$ cat src/rtl/sram_port_arbiter.sv
// Round-robin share of one SRAM port between two Avalon-MM masters with bounded lock; grant is same-cycle (waitrequest low = accepted).
// Read data valid exactly 1 cycle after a read accept; the SRAM_ARB_STATS_EN build adds saturating grant/conflict counters.
module sram_port_arbiter #(
  parameter int ADDR_W   = 8,
  parameter int DATA_W   = 32,
  parameter int MAX_HOLD = 4,
  localparam int BE_W    = DATA_W / 8
) (
  input  logic              clk,
  input  logic              reset,
  input  logic [ADDR_W-1:0] m0_address,
  input  logic [BE_W-1:0]   m0_byteenable,
  input  logic              m0_read,
  input  logic              m0_write,
  input  logic [DATA_W-1:0] m0_writedata,
  input  logic              m0_lock,
  output logic              m0_waitrequest,
  output logic [DATA_W-1:0] m0_readdata,
  output logic              m0_readdatavalid,
  input  logic [ADDR_W-1:0] m1_address,
  input  logic [BE_W-1:0]   m1_byteenable,
  input  logic              m1_read,
  input  logic              m1_write,
  input  logic [DATA_W-1:0] m1_writedata,
  input  logic              m1_lock,
  output logic              m1_waitrequest,
  output logic [DATA_W-1:0] m1_readdata,
  output logic              m1_readdatavalid,
  output logic [ADDR_W-1:0] sram_address,
  output logic [BE_W-1:0]   sram_byteenable,
  output logic              sram_chipselect,
  output logic              sram_write,
  output logic [DATA_W-1:0] sram_writedata,
  input  logic [DATA_W-1:0] sram_readdata
`ifdef SRAM_ARB_STATS_EN
  ,
  input  logic              stat_clear,
  output logic [15:0]       stat_grant0,
  output logic [15:0]       stat_grant1,
  output logic [15:0]       stat_conflict
`endif
);

  localparam int HOLD_W = $clog2(MAX_HOLD + 1);

  typedef enum logic [1:0] {UNLOCKED, LOCK0, LOCK1} lock_state_t;

  lock_state_t       state, state_nxt;
  logic              last, last_nxt;
  logic [HOLD_W-1:0] hold_cnt, hold_nxt;
  logic              req0, req1;
  logic              grant0, grant1;
  logic              acc0, acc1;
  logic              hold_ok;
  logic              rdv0, rdv1;

  assign req0    = m0_read | m0_write;
  assign req1    = m1_read | m1_write;
  assign acc0    = grant0 & req0;
  assign acc1    = grant1 & req1;
  assign hold_ok = hold_cnt < HOLD_W'(MAX_HOLD);

  always_ff @(posedge clk) begin
    if (reset) begin
      state    <= UNLOCKED;
      last     <= 1'b1;
      hold_cnt <= '0;
    end else begin
      state    <= state_nxt;
      last     <= last_nxt;
      hold_cnt <= hold_nxt;
    end
  end

  // Any cycle without a locked accept releases the lock: covers owner idle, unlock and forced hand-over.
  // Owner accepts only count toward MAX_HOLD while the other master is waiting.
  always_comb begin
    state_nxt = UNLOCKED;
    hold_nxt  = '0;
    last_nxt  = last;
    if (acc0) begin
      last_nxt = 1'b0;
      if (m0_lock) begin
        state_nxt = LOCK0;
        hold_nxt  = ((state == LOCK0) ? hold_cnt : '0) + HOLD_W'(req1);
      end
    end else if (acc1) begin
      last_nxt = 1'b1;
      if (m1_lock) begin
        state_nxt = LOCK1;
        hold_nxt  = ((state == LOCK1) ? hold_cnt : '0) + HOLD_W'(req0);
      end
    end
  end

  // An exhausted owner has last == owner, so the round-robin branch hands the port to the waiter.
  always_comb begin
    grant0 = 1'b0;
    grant1 = 1'b0;
    if (reset) begin
      grant0 = 1'b0;
      grant1 = 1'b0;
    end else if (state == LOCK0 && req0 && hold_ok) begin
      grant0 = 1'b1;
    end else if (state == LOCK1 && req1 && hold_ok) begin
      grant1 = 1'b1;
    end else if (req0 && req1) begin
      grant0 = last;
      grant1 = ~last;
    end else begin
      grant0 = req0;
      grant1 = req1;
    end
  end

  assign m0_waitrequest = ~grant0;
  assign m1_waitrequest = ~grant1;

  always_comb begin
    sram_address    = '0;
    sram_byteenable = '0;
    sram_chipselect = 1'b0;
    sram_write      = 1'b0;
    sram_writedata  = '0;
    if (grant0) begin
      sram_address    = m0_address;
      sram_byteenable = m0_write ? m0_byteenable : '1;
      sram_chipselect = 1'b1;
      sram_write      = m0_write;
      sram_writedata  = m0_writedata;
    end else if (grant1) begin
      sram_address    = m1_address;
      sram_byteenable = m1_write ? m1_byteenable : '1;
      sram_chipselect = 1'b1;
      sram_write      = m1_write;
      sram_writedata  = m1_writedata;
    end
  end

  always_ff @(posedge clk) begin
    if (reset) begin
      rdv0 <= 1'b0;
      rdv1 <= 1'b0;
    end else begin
      rdv0 <= acc0 & ~m0_write;
      rdv1 <= acc1 & ~m1_write;
    end
  end

  // Gated so a read accepted just before reset never reports data during reset.
  assign m0_readdatavalid = rdv0 & ~reset;
  assign m1_readdatavalid = rdv1 & ~reset;
  assign m0_readdata      = sram_readdata;
  assign m1_readdata      = sram_readdata;

`ifdef SRAM_ARB_STATS_EN
  always_ff @(posedge clk) begin
    if (reset || stat_clear) begin
      stat_grant0   <= '0;
      stat_grant1   <= '0;
      stat_conflict <= '0;
    end else begin
      if (acc0 && stat_grant0 != 16'hFFFF) stat_grant0 <= stat_grant0 + 16'd1;
      if (acc1 && stat_grant1 != 16'hFFFF) stat_grant1 <= stat_grant1 + 16'd1;
      if (req0 && req1 && stat_conflict != 16'hFFFF) stat_conflict <= stat_conflict + 16'd1;
    end
  end
`endif

endmodule

$ cat config.mk
export PLATFORM = sky130hd
export DESIGN_NAME = sram_port_arbiter
export DESIGN_NICKNAME = d
export VERILOG_FILES = /design/src/rtl/sram_port_arbiter.sv
export SDC_FILE = /design/constraint.sdc
export NUM_CORES = 1
export LEC_CHECK = 0
export ABC_AREA = 0
export BUFFER_PORTS_ARGS = -buffer_cell sky130_fd_sc_hd__buf_2
export CORE_AREA = 2 2 94 96
export CTS_CLUSTER_DIAMETER = 50
export DETAILED_ROUTE_END_ITERATION = 7
export DIE_AREA = 0 0 96 98
export GPL_TIMING_DRIVEN = 0
export SLEW_MARGIN = 10
export SYNTH_ARGS = -nofsm -noshare
export SYNTH_HDL_FRONTEND = slang
export SYNTH_SLANG_ARGS = --single-unit
$ cat constraint.sdc
create_clock -name clk -period 4.7 [get_ports clk]
set_clock_uncertainty 0.1 [all_clocks]
set_input_delay 0.235 -clock clk [delete_from_list [all_inputs] [get_ports clk]]
set_output_delay 0.235 -clock clk [all_outputs]
set_load 0.02 [all_outputs]
* After elaboration in Yosys (flattened, before gate mapping)
Index checks and enable logic that the tools add are counted.
Word-level totals: memories 0, bits in latches 0, output and inout port bits 114, bits in read-only memories 0, bits in registers 8, input bits 128, RAM bits 0
Cells by class: bitwise operators 14, equal/unequal tests 2, magnitude comparators 1, multiply operators 0, multiplexer cells 32, shift operators 0, $add $sub $neg 2, divide/modulo/power cells 0, reduce and logical (&&, ||, !) cells 6
Operators with widths (count):
- $mux W32 | 2
- $mux W3 | 6
- $mux W4 | 4
- $mux W8 | 2
- $mux W1 | 15
- $add A3 B1 Y3 | 2
- $and A1 B1 Y1 | 6
- $mux W2 | 3
- $not A1 Y1 | 6
- $logic_and A1 B1 Y1 | 5
- $lt A3 B3 Y1 const B | 1
- $eq A2 B1 Y1 const B | 1
- $eq A2 B2 Y1 const B | 1
- $or A1 B1 Y1 | 2
- $reduce_bool A2 Y1 | 1

* Longest topological paths before layout
Gate-level depths: netlist of run 1.
depth in word-level cells 9, mapped depth 6, depth with buffers taken out 6

* Worst setup path before layout of run 1
No wires, ideal clock.
path type register to output, from register state[0], to output sram_byteenable[0], data required time 4.365 ns, slack 2.771 ns, data arrival time 1.594 ns, stages on the path, launching flop included 6, path through dfxtp_1 > and2b_1 > nand3b_4 > a211oi_4 > inv_2 > o22ai_1
On the way: cells in the longest elaborated chain, start to end 8
RTL lines:
- start: declaration | RTL line 48 | lock_state_t state, state_nxt;
- start signal: assignment | RTL line 69 | state <= state_nxt;
- $eq A2 B2 Y1 | RTL line 105 | end else if (state == LOCK1 && req1 && hold_ok) begin
- $logic_and A1 B1 Y1 (2 in a row) | RTL line 105
- $mux W1 | RTL line 105
- $mux W1 | RTL line 103 | end else if (state == LOCK0 && req0 && hold_ok) begin
- $mux W1 | RTL line 100 | if (reset) begin
- $mux W4 | RTL line 131 | end else if (grant1) begin
- $mux W4 * | RTL line 125 | if (grant0) begin
- end: declaration | RTL line 30 | output logic [BE_W-1:0] sram_byteenable,
Mark *: on every way between the ends. The rest lies on a longest branch, timed or not.

* Worst setup path after layout of run 1
from register state[0], to output sram_writedata[29]
On the way: cells in the longest elaborated chain, start to end 8
RTL lines:
- $eq A2 B2 Y1 | RTL line 105
- $logic_and A1 B1 Y1 (2 in a row) | RTL line 105
- $mux W1 | RTL line 105
- $mux W1 | RTL line 103
- $mux W1 | RTL line 100
- $mux W32 | RTL line 131
- $mux W32 * | RTL line 125
- end: declaration | RTL line 33 | output logic [DATA_W-1:0] sram_writedata,
Marks and branches as above.

==> results.yml, run 1 <==
cells_and_area:
  diodes: 0
  mostFrequentLayoutCell: "buf_2"
  fin_cells: 497
  fin_nets: 522
  final_cell_mix: "buf_2, buf_4, a22o_1, nor2b_1"
  syn_to_final_growth_pct: 81.08
  drive_gt1_share_pct: 75.58
pwr:
  p_switching_w: 0.0002629
  seq_power_share_pct: 13.2
  total_power_w: 0.0005835
  ir_drop_v: 0.0001433
  power_frac_clock_pct: 13.8
  p_comb_share_pct: 73.0
  power_density_mw_per_mm2: 213.7
  swShare_pct: 45.06
  p_leak_nw: 1.629
  p_int_w: 0.0003206
sta:
  layout_min_cycle_time_ns: 2.341
  worstMarginPinSlew_ns: 0.5264
  slew_headroom_pct: 64.79
  period_share_pct: 49.82
  setup_viol: 0
  tns_ns: 0
  rsz0062_at_grt: "false"
  finalHoldViolCount: 0
  fmax_mhz: 427.1
  slew_viol_final: 0
worst_hold_path:
  min_path_type: "input pin to register"
  min_path_cells: 2
synthesis:
  syn_avg_cell_area_um2: 8.518
  synth_simple_gate_area_share_pct: 14.19
  synth.distinct_cells: 29
  synth_top_family_by_area: "buffers and inverters"
  synthMuxAreaShare_pct: 0
  synth-compound-area-share_pct: 31.87
  ys_ff_latch: 8
  synth_seq_area_share_pct: 10.62
  syn_inst: 177
  synth-xor-area-share_pct: 1.743
  synth.area.top_cells: "buf_4, a22o_1, dfxtp_1"
  netlist.area_leader.share_pct: 31.87
  synth_fp_nets: 308
  yosysTopAreaCell: "buf_4"
  yosys_warnings: 0
  synth_area_mm2: 0.001508
  synth_fa_ha_area_share_pct: 2.490
cts:
  cts_resized: 0
  cts_sinks: 8
  clk_pin_slew_ns: 0.04
  h-tree-depth: 1
  cts_tree: "yes"
  clk_latency_ns: 0.23
  clock_path_buffers: 2
  cts_setup_buffers: 0
  numCtsBuffers: 3
  hold_buffers: 0
  cts-root-buf: "clkbuf_8"
setup_path:
  r2r_setup_slack_ns: 2.94
  arrival_ns: 2.01
  worstPathRequired_ns: 4.37
  start_kind: "register"
  critPathKind: "register to output pin"
  cp-end-kind: "output pin"
  reg2reg_from: "state[0]"
  rr_endpoint: "last"
  max_stage_delay_ns: 0.51
  endpoint: "sram_writedata[29]"
  r2r_cells: 5
  crit_path_top_delay_cell: "a211oi_4"
  cp-startpoint: "state[0]"
  crit_path_max_fanout: 10
  cp_cell_sequence: "and2b_1 > nand3b_4 > a211oi_4 > buf_6 > a22o_1 > buf_2"
place:
  dp_cells: 494
  place.gp.congestion: 0.6765
  hpwl_um: 4678
  port_buffers: 209
floorplanning:
  initial_core_util_pct: 17.81
  io_pins: 242
  core_mm2: 0.008466
  dieArea_mm2: 0.009408
  dieWidth_um: 96
  row_count: 34
  die_h_um: 98
global_routing:
  grt_max_degree: 11
  overflow: 0
  grt_pass1_wl_um: 7527
  track_usage_pct: 9.992
  antenna_found_initial: 0
  first_global_vias: 1780
drt:
  firstDrtPassIters: 5
  routed_wirelength_um: 5344
  via_per_inst: 4.050
  routedWlPerCell_um: 10.75
  ant_nets: 0
  vias: 2013
  drt_iter0_drc: 30
  route.detailed.drc: 0
run_status:
  status: "complete, no violations"
flow_run:
  drv_cap: 0
-- cell usage after synthesis --
cell type,n
nand2b_1,2
nor2b_1,11
a2111oi_4,1
nor4_1,1
nor3_4,1
nand2_2,1
and3_1,1
nand2_1,4
nor2_1,4
a22o_1,41
dfxtp_1,8
nand3b_4,1
and2b_1,1
ha_1,3
a21oi_1,1
a211oi_4,1
buf_6,8
nor2_2,1
o21ai_1,1
a32o_1,3
or2_4,1
xnor2_1,3
inv_1,2
inv_2,2
buf_4,64
o22ai_1,4
and2_1,4
a31o_2,1
clkbuf_1,1
-- worst min-delay path by stage --
stage                        start  endpoint  slack [ns]
after floorplan           m0_write      rdv0        0.21
after detailed placement  m1_write      rdv1        0.39
after CTS                 m1_write      rdv1        0.15
after global routing      m1_write      rdv1        0.17
final                     m1_write      rdv1        0.16
after global placement    m1_write      rdv1        0.39
-- final cells by class --
cell class                      count  area (um^2)
Inverter                            4        15.01
Buffer                             73        574.3
Multi-Input combinational cell     92        758.2
Tap cell                          108        135.1
Sequential cell                     8        160.2
Clock buffer                        3        41.29
Timing Repair Buffer              209         1046
Fill cell                         881         5736
-- worst max-delay path: cells and delay by family (launching register included) --
kind / cells / cell delay (ns)
buffers and inverters: 2 / 0.38
AND/OR/NAND/NOR: 2 / 0.43
AO/OA/AOI/OAI: 2 / 0.66
flip-flops: 1 / 0.31
-- cell families (layout without fill, tap and decap cells) --
kind of cell	Yosys count	count (layout)
buf+inv	77	289
fa+ha+maj	3	3
xor+xnor	3	3
simple gates	33	33
compound gates	53	53
flops	8	8
-- power by group through the flow --
stage          registers [W]  logic, W  clock network [W]
6_report           0.0000768  0.000426          0.0000808
5_1_grt            0.0000774  0.000458          0.0000893
4_1_cts            0.0000767  0.000431          0.0000847
3_5_place_dp       0.0000779  0.000430                  0
3_3_place_gp       0.0000777  0.000428                  0
2_1_floorplan      0.0000772  0.000285                  0
-- routing by layer --
metal	track usage, %	vias up	routed length (um)
met2	20.62	144	2852
li1	-	998	-
met1	9.406	867	1837
met5	0	-	0
met3	1.312	4	598
met4	3.846	0	56
-- stage by stage --
step                utilization (%)  setup slack, ns  cell area [um^2]  hold WS, ns
floorplan                         -            2.771              1508       0.2074
global placement              31.76            2.568              2689       0.3901
detailed placement            31.76            2.541              2689       0.3917
CTS                           32.25            2.297              2730       0.1485
global route                  32.25            2.198              2730       0.1652
finish                        32.25            2.359              2730       0.1575
-- registers in the layout (all words and copies together), names as in the netlist --
| register | count |
|---|---|
| rdv0 | 1 |
| state | 2 |
| last | 1 |
| hold_cnt | 3 |
| rdv1 | 1 |
No activity file was read; power rests on OpenSTA's default activity.
==> inputs of run 2 (changes only) <==
==> constraint.sdc (replaced) <==
create_clock -name clk -period 2.1 [get_ports clk]
set_clock_uncertainty 0.1 [all_clocks]
set_input_delay 0.105 -clock clk [delete_from_list [all_inputs] [get_ports clk]]
set_output_delay 0.105 -clock clk [all_outputs]
set_load 0.02 [all_outputs]
==> run 2 against run 1 <==
First-iteration DRC count grew 17%. Die area is the same. Non-clock buffer count grew 3. Largest power group unchanged. Cell area grew 1.4%. Sequential cell count is the same. Routed wire length is essentially flat. Worst setup slack lost 2.3 ns. Clock power grew 130%.
==> results.yml, run 2 (same netlist as run 1, synthesis figures left out) <==
sta:
  rsz0062_at_grt: "false"
  setup_viol: 0
  slew_viol_final: 0
  finalHoldViolCount: 0
  layout_min_cycle_time_ns: 2.015
  slew_headroom_pct: 74.06
  fmax_mhz: 496.3
  tns_ns: 0
  period_share_pct: 95.94
  worstMarginPinSlew_ns: 0.3891
cts:
  cts_tree: "yes"
  h-tree-depth: 1
  clk_pin_slew_ns: 0.04
  clk_latency_ns: 0.23
  clock_path_buffers: 2
  hold_buffers: 0
  numCtsBuffers: 3
  cts_sinks: 8
  cts-root-buf: "clkbuf_8"
drt:
  met1_length_um: 1819
  routed_wirelength_um: 5349
  route.detailed.drc: 0
  dr_wl_met2_um: 2848
  dr.max_layer_used: "met4"
  via_per_inst: 4.042
  met3_length_um: 596
  ant_nets: 0
  firstDrtPassIters: 4
  drt_iter0_drc: 35
  vias: 2021
  routedWlPerCell_um: 10.70
cells_and_area:
  fin_cells: 500
  reg.largest.list: "hold_cnt x3, state x2"
  largest_register: "hold_cnt"
  fin_nets: 525
  largest_reg_flops: 3
  mostFrequentLayoutCell: "buf_2"
  ff_latch_area_um2: 160.2
  diodes: 0
  multiInputGateArea_um2: 765.7
  syn_to_final_growth_pct: 83.65
  drive_gt1_share_pct: 76.53
  final_util_pct: 32.71
  nFillCells: 876
  final_cell_mix: "buf_2, buf_4, a22o_1, nor2b_1, buf_6"
floorplanning:
  io_pins: 242
  row_count: 34
  core_mm2: 0.008466
  die_h_um: 98
  dieWidth_um: 96
  dieArea_mm2: 0.009408
  initial_core_util_pct: 17.81
place:
  port_buffers: 209
  place.gp.congestion: 0.6765
  hpwl_um: 4678
  dp_cells: 494
pwr:
  total_power_w: 0.001321
  seq_power_share_pct: 13.0
  power_frac_clock_pct: 13.9
  p_int_w: 0.0007294
  p_leak_nw: 1.650
  power_density_mw_per_mm2: 477.1
  ir_drop_v: 0.0003222
  p_comb_share_pct: 73.1
  swShare_pct: 44.79
  p_switching_w: 0.0005917
worst_hold_path:
  min_path_type: "input pin to register"
global_routing:
  first_global_vias: 1785
  antenna_found_initial: 0
  grt_max_degree: 11
  overflow: 0
  track_usage_pct: 9.992
  grt_pass1_wl_um: 7534
setup_path:
  worstPathRequired_ns: 1.89
  r2r_setup_slack_ns: 0.45
  crit_path_max_fanout: 10
  rr_endpoint: "hold_cnt[2]"
  critPathKind: "register to output pin"
  endpoint: "sram_writedata[29]"
  cp-startpoint: "state[0]"
  start_kind: "register"
  r2r_cells: 6
  arrival_ns: 1.81
  reg2reg_from: "state[0]"
  cp-end-kind: "output pin"
flow_run:
  drv_cap: 0
run_status:
  status: "complete, no violations"
-- run 2: cell count changes in the layout (fill, tap and decap cells not counted) --
cell	previous run	this run
buf_6	8	10
and2b_1	1	0
and2b_2	0	1
buf_4	64	65
clkbuf_1	1	0
clkbuf_2	0	1
nor4_1	1	0
nor4_2	0	1
-- run 2: worst min-delay path by stage --
stage / start / end / slack [ns] / depth (start not counted)
after floorplan: m0_write / rdv0 / 0.08 / 1
after global placement: m1_write / rdv1 / 0.26 / 2
after detailed placement: m1_write / rdv1 / 0.26 / 2
after CTS: m1_write / rdv1 / 0.02 / 2
after global routing: m1_write / rdv1 / 0.04 / 2
final: m1_write / rdv1 / 0.03 / 2
-- run 2: final cells by class --
class                   count  share of cell area [%]
flip-flops and latches      8                   5.784
plain buffers              73                   20.79
repair buffers            212                   38.86
clock buffers               3                   1.491
inverters                   4                  0.5422
well taps                 108                   4.880
multi-input cells          92                   27.65
-- run 2: worst max-delay path: stages (launching register included) --
cell and delay (ns):
dfxtp_1 0.31, and2b_2 0.25, nand3b_4 0.12, a31o_2 0.24
buf_6 0.16, buf_6 0.15, a22o_1 0.19, buf_2 0.16
-- run 2: timing repair --
item / in CTS / in global routing
setup endpoints to repair: 47 / 20
setup buffers: 2 / 1
pin swaps: 1 / 1
resized for setup: 1 / 5
-- run 2: metrics by stage --
stage,worst slack [ns],cell area (um^2),hold WS (ns)
after floorplan,0.3007,1508,0.07738
after global placement,0.09848,2689,0.2601
after detailed placement,0.08063,2689,0.2617
after CTS,0.03462,2746,0.01847
after global routing,0.004932,2769,0.03523
final,0.08527,2769,0.02535
-- run 2: power by group through the flow --
stage	sequential (W)	combinational, W	clock (W)
5_1_grt	0.000173	0.00104	0.000200
3_5_place_dp	0.000174	0.000962	0
4_1_cts	0.000172	0.000972	0.000190
6_report	0.000172	0.000966	0.000183
2_1_floorplan	0.000173	0.000638	0
3_3_place_gp	0.000174	0.000957	0
-- run 2: layer usage --
| metal | up-vias | global-route usage [%] |
|---|---|---|
| li1 | 1006 | - |
| met1 | 867 | 9.406 |
| met2 | 141 | 20.62 |
| met3 | 7 | 1.312 |
| met4 | 0 | 3.846 |
| met5 | - | 0 |
